`src/rtl/onehot_priority_encoder_seq.sv`:
```
// Sequential priority encoder: accepts a multi-hot vector, then emits the index of each
// set bit (lowest first) as one output beat per handshake; an all-zero vector gives one "none" beat.
module onehot_priority_encoder_seq #(
  parameter int unsigned WIDTH = 8,
  localparam int unsigned IDXW = $clog2(WIDTH)
) (
  input  logic              clk,
  input  logic              rst_n,
  input  logic              in_valid,
  output logic              in_ready,
  input  logic [WIDTH-1:0]  in_vec,
  output logic              out_valid,
  input  logic              out_ready,
  output logic [IDXW-1:0]   out_idx,
  output logic              out_last,
  output logic              out_none,
  output logic [IDXW:0]     out_count
);

  typedef enum logic [0:0] {StIdle, StEmit} state_e;

  state_e           state_q, state_d;
  logic [WIDTH-1:0] pending_q, pending_d;
  logic [IDXW:0]    count_q, count_d;
  logic             none_q, none_d;

  logic [IDXW-1:0]  low_idx;
  logic [IDXW:0]    popcnt;
  logic             at_most_one;

  always_comb begin
    low_idx = '0;
    for (int i = int'(WIDTH) - 1; i >= 0; i--) begin
      if (pending_q[i]) low_idx = IDXW'(i);
    end
  end

  always_comb begin
    popcnt = '0;
    for (int i = 0; i < int'(WIDTH); i++) begin
      popcnt = popcnt + {{IDXW{1'b0}}, in_vec[i]};
    end
  end

  // Clearing the lowest set bit leaves zero exactly when at most one bit was set.
  assign at_most_one = ((pending_q & (pending_q - WIDTH'(1))) == '0);

  // State register.
  always_ff @(posedge clk or negedge rst_n) begin
    if (!rst_n) begin
      state_q <= StIdle;
    end else begin
      state_q <= state_d;
    end
  end

  // Next-state logic.
  always_comb begin
    state_d = state_q;
    unique case (state_q)
      StIdle: if (in_valid) state_d = StEmit;
      StEmit: if (out_ready && at_most_one) state_d = StIdle;
      default: state_d = StIdle;
    endcase
  end

  // Output logic.
  always_comb begin
    in_ready  = 1'b0;
    out_valid = 1'b0;
    out_idx   = '0;
    out_last  = 1'b0;
    out_none  = 1'b0;
    out_count = '0;
    unique case (state_q)
      StIdle: in_ready = 1'b1;
      StEmit: begin
        out_valid = 1'b1;
        out_idx   = low_idx;
        out_last  = at_most_one;
        out_none  = none_q;
        out_count = count_q;
      end
      default: in_ready = 1'b0;
    endcase
  end

  always_comb begin
    pending_d = pending_q;
    count_d   = count_q;
    none_d    = none_q;
    if (state_q == StIdle && in_valid) begin
      pending_d = in_vec;
      count_d   = popcnt;
      none_d    = (in_vec == '0);
    end else if (state_q == StEmit && out_ready) begin
      pending_d = pending_q & (pending_q - WIDTH'(1));
    end
  end

  always_ff @(posedge clk or negedge rst_n) begin
    if (!rst_n) begin
      pending_q <= '0;
      count_q   <= '0;
      none_q    <= 1'b0;
    end else begin
      pending_q <= pending_d;
      count_q   <= count_d;
      none_q    <= none_d;
    end
  end

endmodule
```
`config.mk`:
```
export PLATFORM = sky130hd
export DESIGN_NAME = onehot_priority_encoder_seq
export DESIGN_NICKNAME = d
export VERILOG_FILES = /design/src/rtl/onehot_priority_encoder_seq.sv
export SDC_FILE = /design/constraint.sdc
export NUM_CORES = 1
export LEC_CHECK = 0
export ABC_AREA = 1
export BUFFER_PORTS_ARGS = -buffer_cell sky130_fd_sc_hd__buf_2
export CAP_MARGIN = 20
export CORE_UTILIZATION = 35
export CTS_CLUSTER_DIAMETER = 40
export DETAILED_ROUTE_END_ITERATION = 10
export MAX_ROUTING_LAYER = met4
export PLACE_DENSITY_LB_ADDON = 0.25
export SYNTH_ARGS = -nofsm -noshare
export SYNTH_HDL_FRONTEND = slang
export SYNTH_SLANG_ARGS = --single-unit
```
`constraint.sdc`:
```
create_clock -name clk -period 1.3 [get_ports clk]
set_input_delay 0.26 -clock clk [delete_from_list [all_inputs] [get_ports clk]]
set_output_delay 0.26 -clock clk [all_outputs]
set_load 0.01 [all_outputs]
```
; Word level (Yosys, flattened, before mapping)
; Cells that the tools add are included.
[totals]
output_inout_bits = 11
inputBits = 12
word_cells = 39
ff_bits = 14
[op_classes]
mux = 19
n_bitwise = 2
reduce_logical = 6
n_addsub = 8
[op_table]
columns = cell, n
row1 = two-way mux 3 bit, 9
row2 = adder 4 x 1 -> 4 bit, 4
row3 = zero test 8 bit, 2
row4 = two-way mux 8 bit, 2
row5 = bitwise AND 8 bit, 1
row6 = "subtractor 8 x 1 -> 8 bit, second input constant", 1
row7 = two-way mux 1 bit, 6
row8 = adder 3 x 1 -> 4 bit, 1
row9 = two-way mux 4 bit, 1
row10 = adder 2 x 1 -> 3 bit, 1
row11 = logical AND 1 bit, 3
row12 = adder 1 x 1 -> 2 bit, 1
row13 = one-hot mux 1 bit (2 select lines), 1
row14 = nonzero test 2 bit, 1
row15 = inverter 1 bit, 1

; Depth between registers and ports, before layout
[logic_depth]
ltp_word = 9
depth_mapped = 10
depth_no_buf = 10

; Worst setup path before layout
; No wires, ideal clock.
[synth_timing]
kind = input port to flip-flop
startpoint = input port in_vec[0]
endpoint = register count_q[2]
cell_stages = 10
setup_slack_ns = -1.332
required_ns = 1.224
arrival_ns = 2.555
setup_ns = 0.076
n_path_buf = 0
path_cell_list = fa_1 > inv_1 > fa_1 > fa_1 > inv_1 > ha_1 > inv_1 > fa_1 > xor2_1 > o21ai_1
[synth_between]
elab_chain_cells = 7
[synth_lines]
columns = element, line
row1 = "start, declared", 11  ; input logic [WIDTH-1:0] in_vec,
row2 = adder 1 x 1 -> 2 bit, 41  ; popcnt = popcnt + {{IDXW{1'b0}}, in_vec[i]};
row3 = adder 2 x 1 -> 3 bit, 41
row4 = adder 3 x 1 -> 4 bit, 41
row5 = adder 4 x 1 -> 4 bit (4 in series), 41
row6 = "end signal, assigned", 108  ; count_q <= count_d;
row7 = "end, declared", 24  ; logic [IDXW:0] count_q, count_d;
; Every way passes these cells.
; A chain may end at the register's enable or synchronous reset.

; Worst setup path after layout
[layout_timing]
startpoint = input port in_vec[0]
endpoint = register count_q[1]
; Same word-level chain as after synthesis.

==> flow_summary.ini <==
[run_status]
outcome = finished with violations
violations = design-rule violations, negative setup slack

[cts]
htree_levels = 1
clock_sinks = 14
cts-root-buf = clkbuf_4
clkLatencyLatePin_ns = 0.28
cts_tree = yes
cts_made_buffers = 3
clk_path_buf_depth = 2
clk_pin_slew_ns = 0.09

[flow_run]
maxCapViolCount = 0

[sta]
fin_skew_ns = 0.00491
setup_ws_ns = -1.19
slew-limit-headroom = 0.761
finalSetupViolCount = 19
hold_viol_final = 0
min_period_ns = 2.49
tightest_slew_ns = 0.359
post-route-period-util = 1.91
max_freq_mhz = 402
slew_violations = 0
grt_setup_unrepaired = true

[power]
power_density_nw_per_um2 = 2410
total_power_mw = 4.43
p_leak_nw = 0.973
peakVddDrop_uv = 1140

[floorplanning]
start_util = 0.374
chipWidth_um = 56.7
coreArea_um2 = 2810
rows = 19
fp.dieH_um = 56.7
ioPinCount = 23
die-area_um2 = 3220

[place]
dp.cells = 224
dp_hpwl_um = 2170
port_buffers = 22
gp_congestion = 0.826

[min_path]
hp-class = input port to flip-flop
hp-start = in_vec[0]

[setup_path]
start_kind = input port
critPathRequiredTime_ns = 1.47
r2r_end = state_q
cp-end-kind = flip-flop
rrSetupSlack_ns = -0.18
crit_arrival_ns = 2.65
critical_path.top_delay_family = adder cells
critPathKind = input port to flip-flop
cp_slowest_cell = fa_1
regToRegStartpoint = pending_q[0]
cp_common_cell = fa_1
reg2reg_depth = 11
endpoint = count_q[1]
path_buf_inv = 4
critPathLaunch = in_vec[0]
crit_fanout = 2
slowest_delay_ns = 0.52
cp_cell_sequence = buf_6 -> fa_1 -> inv_1 -> fa_1 -> fa_1 -> inv_2 -> ha_4 -> inv_2 -> fa_2 -> o21ai_1
cp.depth = 10

[grt]
antenna_found_initial = 0
grt_pass1_vias = 1149
grt_max_degree = 15
grt_usage = 0.210
grt_pass1_wl_um = 4950
overflow = 0

[cells_and_area]
synthToLayoutAreaGrowth_pct = 75.2
antenna_cells = 0
fill_cells = 238
multiInputGateArea_um2 = 727
final_nets = 229
drive_gt1_frac = 0.594
stdcell_count = 238
seq_area_um2 = 352

[drt]
drc = 6
drt_iter0_drc = 26
drt_wl_total_um = 3390
dr.pass1.iters = 7
wl_per_cell_um = 14.2
wl_met1_um = 1390
wl_met3_um = 127
topRoutingLayerUsed = met4
ant_nets = 0
vias = 1177
wl_met2_um = 1790
drt-vias-per-instance = 4.95

[yosys]
syn-num-nets = 161
yosysUniqueCellTypes = 23
ys_warn_count = 0
synth-seq-cells = 14
syn_area_per_cell_um2 = 7.44
synth_cells = 141
syn_area_um2 = 1050
seq_area_frac_synth = 0.334
## stage by stage
step | TNS (ns) | worst slack [ns] | cell area, um^2 | hold slack [ns] | util
after CTS | -6.28 | -1.17 | 1600 | 0.261 | 0.570
after detailed placement | -5.83 | -1.56 | 1430 | 0.185 | 0.511
after global routing | -8.17 | -1.21 | 1840 | 0.274 | 0.655
after floorplan | -4.58 | -1.33 | 1060 | -0.0356 | -
final | -6.86 | -1.19 | 1840 | 0.272 | 0.655
after global placement | -5.57 | -1.49 | 1430 | 0.186 | 0.511
## repair_timing
item                                    in CTS  in global routing
resized for setup                           29                 46
hold buffers                                 1                  0
setup buffers                                4                  7
gates cloned                                 0                  2
endpoints found under the setup margin      17                 23
hold endpoints to repair                    14                  0
pin swaps                                    9                 19
## per-layer routing
metal	GRT usage	up-vias
met3	0.0184	6
met2	0.352	30
met5	-	-
met1	0.251	568
met4	0.108	0
li1	-	573
## cell usage in the layout, fill, tap and decap left out, drive strengths merged
cell type / Yosys / layout
buf: 3 / 63
inv: 33 / 33
nand2: 30 / 30
nor2: 17 / 17
dfrtp: 14 / 14
o21ai: 14 / 14
a21oi: 8 / 8
nand3: 5 / 5
o22ai: 5 / 5
fa: 4 / 4
ha: 4 / 4
clkbuf: 0 / 4
a211oi: 1 / 1
a311oi: 1 / 1
clkinv: 0 / 1
nor4: 1 / 1
xor2: 1 / 1
dlygate4sd3: 0 / 1
## worst min-delay path by stage
stage | slack (ns) | end | cells past startpoint
floorplan | -0.04 | count_q[0] | 0
global placement | 0.19 | pending_q[6] | 1
detailed placement | 0.19 | pending_q[7] | 1
CTS | 0.26 | none_q | 4
global route | 0.27 | pending_q[0] | 3
finish | 0.27 | pending_q[0] | 3
## synth_stat cells, drive strengths merged
cell type	n	area share
buf	3	0.020
a311oi	1	0.0084
xor2	1	0.0084
nand2	30	0.11
nor4	1	0.0060
inv	33	0.12
a211oi	1	0.0072
a21oi	8	0.038
o22ai	5	0.030
fa	4	0.076
o21ai	14	0.067
ha	4	0.048
dfrtp	14	0.33
nand3	5	0.024
nor2	17	0.10
## tightest hold or removal path, delay by kind of cell
family / cells / cell delay (ns)
buffers and inverters: 2 / 0.17
AOI/OAI and AO/OA: 1 / 0.09
## area by class of cell
| type | count | share of cell area |
|---|---|---|
| timing repair inverter | 1 | 0.00341 |
| clock buffer | 3 | 0.0123 |
| sequential | 14 | 0.191 |
| inverter | 33 | 0.0729 |
| tap | 31 | 0.0211 |
| timing repair buffer | 65 | 0.303 |
| multi-input combinational | 91 | 0.396 |
## sequential cells by signal (all words and copies together) (netlist names)
register,flops
pending_q,8
count_q,4
none_q,1
state_q,1
## power breakdown
group          leakage [nW]  total [mW]  internal, mW  switching [mW]
clock network        0.0138       0.249         0.107           0.142
registers             0.180       0.788         0.609           0.179
logic                 0.780        3.39          1.74            1.65
## cells by family after synthesis
family / after synthesis / share of synthesized area
AO/OA/AOI/OAI: 29 / 0.150
XOR/XNOR: 1 / 0.00835
adder cells (fa/ha/maj): 8 / 0.124
buffers and inverters: 36 / 0.141
flip-flops: 14 / 0.334
AND/OR/NAND/NOR: 53 / 0.242
No activity file was read; power rests on OpenSTA's default activity.
